[src/rtl/oversample_voter_if.sv]
// Bundles the oversample voter's line, timing and decision signals.
// The master side drives timing and the raw line; the slave side returns the vote results.
interface oversample_voter_if #(
  parameter int unsigned PRESCALE_W = 6
);
  logic [PRESCALE_W-1:0] Prescale;
  logic [PRESCALE_W-1:0] Edge_count;
  logic                  Sample_en;
  logic                  RX_IN;
  logic                  Sampled_bit;
  logic                  Sample_valid;
  logic                  Noise_err;
  logic                  Cfg_err;

  modport master (
    output Prescale, Edge_count, Sample_en, RX_IN,
    input  Sampled_bit, Sample_valid, Noise_err, Cfg_err
  );

  modport slave (
    input  Prescale, Edge_count, Sample_en, RX_IN,
    output Sampled_bit, Sample_valid, Noise_err, Cfg_err
  );
endinterface

[src/rtl/oversample_voter.sv]
// Majority voter for an oversampled serial line.
// It takes SAMPLES votes centred on mid-bit and registers the majority value and a noise flag.
module oversample_voter #(
  parameter int unsigned PRESCALE_W  = 6,
  parameter int unsigned SAMPLES     = 3,
  parameter int unsigned SYNC_STAGES = 2
) (
  input  logic              Clk,
  input  logic              Rst,
  oversample_voter_if.slave bus
);

  localparam int unsigned H     = (SAMPLES - 1) / 2;
  localparam int unsigned IDX_W = $clog2(SAMPLES + 1);
  localparam int unsigned EW    = PRESCALE_W + 1;

  if (!(SAMPLES == 3 || SAMPLES == 5)) begin : gen_bad_samples
    $error("oversample_voter: SAMPLES must be 3 or 5");
  end
  if (SYNC_STAGES < 1 || SYNC_STAGES > 4) begin : gen_bad_sync
    $error("oversample_voter: SYNC_STAGES must be 1..4");
  end

  logic [SYNC_STAGES-1:0] sync_q, sync_d;
  logic                   rx_s;
  logic [EW-1:0]          ctr, win_lo, win_hi, ec_w;
  logic                   cfg_err, in_win, capture, at_hi, decide;
  logic [IDX_W-1:0]       idx_q, idx_d;
  logic [SAMPLES-2:0]     votes_q, votes_d;
  logic [SAMPLES-1:0]     votes_all;
  logic [IDX_W-1:0]       ones;
  logic                   bit_q, bit_d, valid_q, noise_q, noise_d;

  always_comb begin
    sync_d    = '0;
    sync_d[0] = bus.RX_IN;
    for (int k = 1; k < SYNC_STAGES; k++) begin
      sync_d[k] = sync_q[k-1];
    end
  end

  assign rx_s = sync_q[SYNC_STAGES-1];

  // Window arithmetic is one bit wider than Prescale so C+H never wraps.
  assign ec_w    = {1'b0, bus.Edge_count};
  assign ctr     = {1'b0, bus.Prescale} >> 1;
  assign win_lo  = ctr - EW'(H);
  assign win_hi  = ctr + EW'(H);
  assign cfg_err = {1'b0, bus.Prescale} < EW'(2 * H + 2);
  assign in_win  = (ec_w >= win_lo) && (ec_w <= win_hi);
  assign capture = bus.Sample_en && !cfg_err && in_win;
  assign at_hi   = (ec_w == win_hi);
  assign decide  = capture && at_hi && (idx_q == IDX_W'(SAMPLES - 1));

  // Any cycle that does not extend the window restarts it, discarding partial votes.
  always_comb begin
    idx_d   = '0;
    votes_d = votes_q;
    if (capture && !at_hi && (bus.Edge_count != '0)) begin
      idx_d = (idx_q == IDX_W'(SAMPLES)) ? idx_q : idx_q + IDX_W'(1);
      for (int k = 0; k < SAMPLES - 1; k++) begin
        if (idx_q == IDX_W'(k)) votes_d[k] = rx_s;
      end
    end
  end

  assign votes_all = {rx_s, votes_q};

  always_comb begin
    ones = '0;
    for (int k = 0; k < SAMPLES; k++) begin
      ones = ones + IDX_W'(votes_all[k]);
    end
  end

  always_comb begin
    bit_d   = bit_q;
    noise_d = noise_q;
    if (decide) begin
      bit_d   = (ones >= IDX_W'(H + 1));
      noise_d = (ones != '0) && (ones != IDX_W'(SAMPLES));
    end
  end

  always_ff @(posedge Clk or posedge Rst) begin
    if (Rst) begin
      sync_q  <= '1;
      votes_q <= '0;
      idx_q   <= '0;
      bit_q   <= 1'b1;
      valid_q <= 1'b0;
      noise_q <= 1'b0;
    end else begin
      sync_q  <= sync_d;
      votes_q <= votes_d;
      idx_q   <= idx_d;
      bit_q   <= bit_d;
      valid_q <= decide;
      noise_q <= noise_d;
    end
  end

  assign bus.Sampled_bit  = bit_q;
  assign bus.Sample_valid = valid_q;
  assign bus.Noise_err    = noise_q;
  assign bus.Cfg_err      = cfg_err;

endmodule

[src/flat_wrapper.sv]
// flat-port wrapper written by rule: the top's interface ports become plain ports
module oversample_voter_flat 
#(
  parameter int unsigned PRESCALE_W  = 6,
  parameter int unsigned SAMPLES     = 3,
  parameter int unsigned SYNC_STAGES = 2
)
  (Clk, Rst, bus_Prescale, bus_Edge_count, bus_Sample_en, bus_RX_IN, bus_Sampled_bit, bus_Sample_valid, bus_Noise_err, bus_Cfg_err);
  oversample_voter_if #(.PRESCALE_W(PRESCALE_W)) bus_i ();
  input  logic Clk;
  input  logic Rst;
  input wire logic [$bits(bus_i.Prescale)-1:0] bus_Prescale;
  input wire logic [$bits(bus_i.Edge_count)-1:0] bus_Edge_count;
  input wire logic [$bits(bus_i.Sample_en)-1:0] bus_Sample_en;
  input wire logic [$bits(bus_i.RX_IN)-1:0] bus_RX_IN;
  output wire logic [$bits(bus_i.Sampled_bit)-1:0] bus_Sampled_bit;
  output wire logic [$bits(bus_i.Sample_valid)-1:0] bus_Sample_valid;
  output wire logic [$bits(bus_i.Noise_err)-1:0] bus_Noise_err;
  output wire logic [$bits(bus_i.Cfg_err)-1:0] bus_Cfg_err;
  assign bus_i.Prescale = bus_Prescale;
  assign bus_i.Edge_count = bus_Edge_count;
  assign bus_i.Sample_en = bus_Sample_en;
  assign bus_i.RX_IN = bus_RX_IN;
  assign bus_Sampled_bit = bus_i.Sampled_bit;
  assign bus_Sample_valid = bus_i.Sample_valid;
  assign bus_Noise_err = bus_i.Noise_err;
  assign bus_Cfg_err = bus_i.Cfg_err;
  oversample_voter #(.PRESCALE_W(PRESCALE_W), .SAMPLES(SAMPLES), .SYNC_STAGES(SYNC_STAGES)) u_core (.Clk(Clk), .Rst(Rst), .bus(bus_i));
endmodule
[config.mk]
export PLATFORM = sky130hd
export DESIGN_NAME = oversample_voter_flat
export DESIGN_NICKNAME = d
export VERILOG_FILES = /design/src/rtl/oversample_voter_if.sv /design/src/rtl/oversample_voter.sv /design/src/flat_wrapper.sv
export SDC_FILE = /design/constraint.sdc
export NUM_CORES = 1
export LEC_CHECK = 0
export CORE_MARGIN = 3
export CORE_UTILIZATION = 40
export CTS_CLUSTER_SIZE = 30
export DETAILED_ROUTE_END_ITERATION = 10
export PLACE_DENSITY = 0.66
export RECOVER_POWER = 100
export SLEW_MARGIN = 20
export SYNTH_ARGS = -nofsm -noshare
export SYNTH_HDL_FRONTEND = slang
export SYNTH_SLANG_ARGS = --single-unit
[constraint.sdc]
create_clock -name Clk -period 2.04 [get_ports Clk]
set_clock_uncertainty 0.1 [all_clocks]
set_input_delay 0.408 -clock Clk [delete_from_list [all_inputs] [get_ports Clk]]
set_output_delay 0.408 -clock Clk [all_outputs]
set_load 0.05 [all_outputs]
==> flow_summary.rst, run 1 <==
.. list-table::
   :header-rows: 1

   * - Metric
     - Value
   * - Status
     - finished, violations left
   * - Violated checks
     - negative setup slack
   * - Arrival time reported for the critical path endpoint
     - 2.33 ns
   * - Global-route wire length before repair
     - around 3.7 mm
   * - Worst setup path start
     - bus_Prescale[2]
   * - Post-CTS Hold Fix Bufs
     - 0
   * - Max Freq
     - 0.4361 GHz
   * - Clock insertion delay at the later pin of the skew report
     - 0.25 ns
   * - Worst Hold Class
     - register to register
   * - Post-synthesis instance total
     - 88
   * - Total Die Area
     - 2840 µm²
   * - Kind of end point of the critical path
     - register
   * - DRC violations left
     - 0
   * - Combined area of all synthesized cells
     - a little under 900 µm²
   * - Post-placement setup slack
     - -0.9944 ns
   * - Leakage
     - 0.0007016 µW
   * - Post-placement cell count
     - 153
   * - Global placement routability congestion
     - between 0.8 and 0.9
   * - Antenna diode instance count
     - 0
   * - Post-Synthesis Net Count
     - approximately 120
   * - Maximum level of the CTS H-tree
     - 1
   * - Maximum number of pins on one net before global-route repair
     - 10
   * - Critical path buffers and inverters
     - 7
   * - Syn. warnings
     - 0
   * - RSZ-0062 raised after global routing
     - yes
   * - Post-layout power
     - 642.7 µW
   * - Final sum of negative setup slack
     - -0.9355 ns
   * - Nature of the critical path startpoint
     - input pin
   * - Setup-violating endpoint count in the final report
     - 4
   * - Total Routed Length
     - 2.151 mm
   * - Clock buffer depth
     - 2
   * - GR met3 Demand/Resource
     - 4.225%
   * - Via count of the first global-routing pass
     - 814
   * - Largest voltage drop on the vdd net
     - 0.4045 mV
   * - Starting Density
     - 43.81%
   * - Register bit count reported by yosys
     - 9
   * - Wire length per cell
     - 13.04 µm
   * - Post-layout min period
     - 2.293 ns
   * - Synthesis-to-layout area growth
     - 70.91%
   * - Most frequent standard cell in the layout excluding fill and tap cells
     - sky130_fd_sc_hd__buf_4
   * - Total Routing Usage GR
     - between 10% and 20%
   * - Number of antenna violations at the first check in global routing
     - 0
   * - Hold Startpoint
     - u_core.sync_q[0]
   * - Data required time at the worst endpoint
     - 2.08 ns
   * - Total of fill cells in the finished design
     - 153
   * - Sequential share of the synthesized area
     - between 20% and 30%
   * - Slew at the pin closest to its max-slew limit
     - slightly below 0.6 ns
   * - Number of hold violations in the final report
     - 0
   * - Syn avg cell area
     - 10.17 µm²
   * - Number of top-level pins
     - 20
   * - Drt first-iter violations
     - 7
   * - Share of final-layout standard cells stronger than drive strength 1
     - between 50% and 60%
   * - Floorplan Core Area
     - about 2000 µm²
   * - Commonest cells after routing, fill and taps aside
     - sky130_fd_sc_hd__buf_4 (27), sky130_fd_sc_hd__ha_1 (12), sky130_fd_sc_hd__ha_4 (6), sky130_fd_sc_hd__buf_6 (6), sky130_fd_sc_hd__dfrtp_1 (6)
   * - Overall overflow remaining after global route
     - 0
   * - Max Slew Vio Count
     - 0
   * - Number of buffers created by CTS
     - 3
   * - Clock tree from TritonCTS
     - done
   * - Max Cap Viol
     - 0
   * - Global routing usage on met2
     - between 20 and 30%
   * - Post-DP HPWL
     - 1.607 mm
   * - Total number of nets in the final design
     - 174
   * - Register clock-pin slew on the reported worst setup and hold paths
     - approximately 0.060 ns
   * - Number of clock sinks
     - 9
   * - Area taken by flip-flops and latches
     - 229.0 µm²
   * - Area of combinational cells with multiple inputs
     - 784.5 µm²
   * - Post-route non-filler standard cell count
     - 165
   * - Number of buffers inserted by port buffering
     - 18
   * - Reg2Reg Depth
     - 5
   * - Cell depth of the worst setup path
     - 14
   * - Count of vias placed by the detailed router
     - between 800 and 900
   * - Slowest cell on the critical path
     - sky130_fd_sc_hd__mux2_4
   * - Global routing met1 resource utilization
     - 25.56%
   * - Final critical-path share of the clock period
     - 112.4%
   * - Library cell appearing most often on the critical path
     - sky130_fd_sc_hd__buf_4
   * - Most Crowded Layer GR
     - met2
   * - Worst flop-to-flop path startpoint
     - u_core.idx_q[0]
   * - Final critical-path setup slack
     - -0.2530 ns
   * - Synth unique cells
     - 30
   * - Critical Path Max Stage Delay
     - roughly 0.31 ns
   * - Die boundary height
     - roughly 53 µm
   * - Crit Path Class
     - input pin to register
   * - Largest delay share family, worst path
     - buffers and inverters
   * - CP Max Fanout
     - 5
   * - Floorplan die width
     - 53.29 µm
   * - Crit path cell chain
     - buf_6, buf_6, nor2_4, nand2_2, buf_4, buf_4, buf_4, buf_4, ha_4, a21oi_2, o211ai_2, buf_4, nand4_1, mux2_4
   * - Iteration count of the initial detailed-routing pass
     - 5
   * - Worst slew margin relative to its limit
     - between 60% and 70%
   * - Hold-critical path depth
     - 0
   * - Clock Tree Root
     - sky130_fd_sc_hd__clkbuf_4
   * - Remaining number of nets flagged by the antenna check after routing
     - 0
   * - Floorplan row count
     - 16
   * - Power density of the placed cells
     - approximately 420 nW/µm²
   * - End-of-flow core utilization
     - between 70% and 80%
   * - Detail-routed via count per cell
     - 5.024
power by group:
| group | switching (µW) | total, µW | internal, µW |
|---|---|---|---|
| combinational | 130 | 299 | 169 |
| clock | 56.0 | 131 | 75.0 |
| sequential | 15.6 | 213 | 197 |
final cells by class:
type / instances / area share (%)
sequential: 9 / 14.98
timing repair buffer: 48 / 27.50
clock buffer: 4 / 1.718
multi-input combinational: 69 / 51.31
inverter: 8 / 2.291
tap: 27 / 2.209
worst reg2reg max path, stage by stage, from the launching register on:
cell and delay [ns]:
sky130_fd_sc_hd__dfrtp_1 0.42, sky130_fd_sc_hd__inv_1 0.11, sky130_fd_sc_hd__ha_1 0.15, sky130_fd_sc_hd__nand4_1 0.16, sky130_fd_sc_hd__nor4b_4 0.34, sky130_fd_sc_hd__mux2_4 0.33
layer usage:
| layer | up-vias | wire, µm |
|---|---|---|
| li1 | 413 | - |
| met1 | 394 | 1007 |
| met2 | 22 | 1038 |
| met5 | - | 0 |
| met3 | 0 | 105 |
| met4 | 0 | 0 |
Yosys cell counts, drive strengths merged:
library cell | n | area (µm²)
nor2 | 5 | 18.77
buf | 2 | 15.01
nor3 | 3 | 20.02
and3 | 1 | 6.260
nand2b | 2 | 20.02
o21bai | 1 | 7.510
nand2 | 3 | 11.26
nand3 | 6 | 30.03
or3 | 1 | 6.260
mux2i | 1 | 10.01
fa | 1 | 20.02
a211o | 1 | 8.760
xnor2 | 3 | 26.28
a21o | 2 | 15.01
nor4b | 1 | 23.77
mux2 | 4 | 45.04
o211ai | 1 | 12.51
a32o | 1 | 10.01
nor4 | 2 | 12.51
a21oi | 2 | 10.01
ha | 18 | 225.2
a211oi | 1 | 7.510
nand4 | 3 | 18.77
inv | 8 | 30.03
nand4bb | 1 | 11.26
dfstp | 3 | 78.83
dfrtp | 6 | 150.1
xor2 | 5 | 43.79
per-stage QoR:
step	instance area, µm²	hold slack (ns)
after global routing	1529	0.2617
after global placement	1343	0.2452
after floorplan	996.0	0.1338
after detailed placement	1343	0.2484
final	1529	0.2558
after CTS	1501	0.2565
registers in the layout, indices dropped and copies added (netlist names):
name                     count
u_core.votes_q               2
u_core.bus.Sampled_bit       1
u_core.idx_q                 2
u_core.bus.Sample_valid      1
u_core.bus.Noise_err         1
u_core.sync_q                2
repair_timing:
| action | CTS | global route |
|---|---|---|
| resized for setup | 48 | 9 |
| setup endpoints to repair | 8 | 7 |
| pin swaps | 15 | 9 |
| setup buffers | 7 | 2 |
path summary, 6_finish.rpt:
check                                         endpoint  slack [ns]
max in group asynchronous       u_core.bus.Sampled_bit        1.10
worst min-delay path                  u_core.sync_q[1]        0.26
worst min register to register        u_core.sync_q[1]        0.26
worst max register to register    u_core.bus.Noise_err        0.32
min in group asynchronous            u_core.votes_q[0]        0.45
worst max-delay path                 u_core.votes_q[0]       -0.25
cell families after synthesis:
| group | Yosys count | share of synthesized area [%] |
|---|---|---|
| flops | 9 | 25.59 |
| xor+xnor | 8 | 7.832 |
| mux | 5 | 6.154 |
| buf+inv | 10 | 5.035 |
| compound gates | 9 | 7.972 |
| simple gates | 28 | 20.00 |
| fa+ha+maj | 19 | 27.41 |
Note: power is estimated with default switching activity, not from simulation.
==> run 2: changes to the inputs <==
Settings changed: CTS_CLUSTER_DIAMETER from default to 80.
==> results of run 2 <==
Same layout as run 1: the final DEF is identical, and so are final timing and power.
==> run 3: changes to the inputs <==
Settings changed: CAP_MARGIN from default to 20.
==> results of run 3 <==
Same layout as run 1: the final DEF is identical, and so are final timing and power.
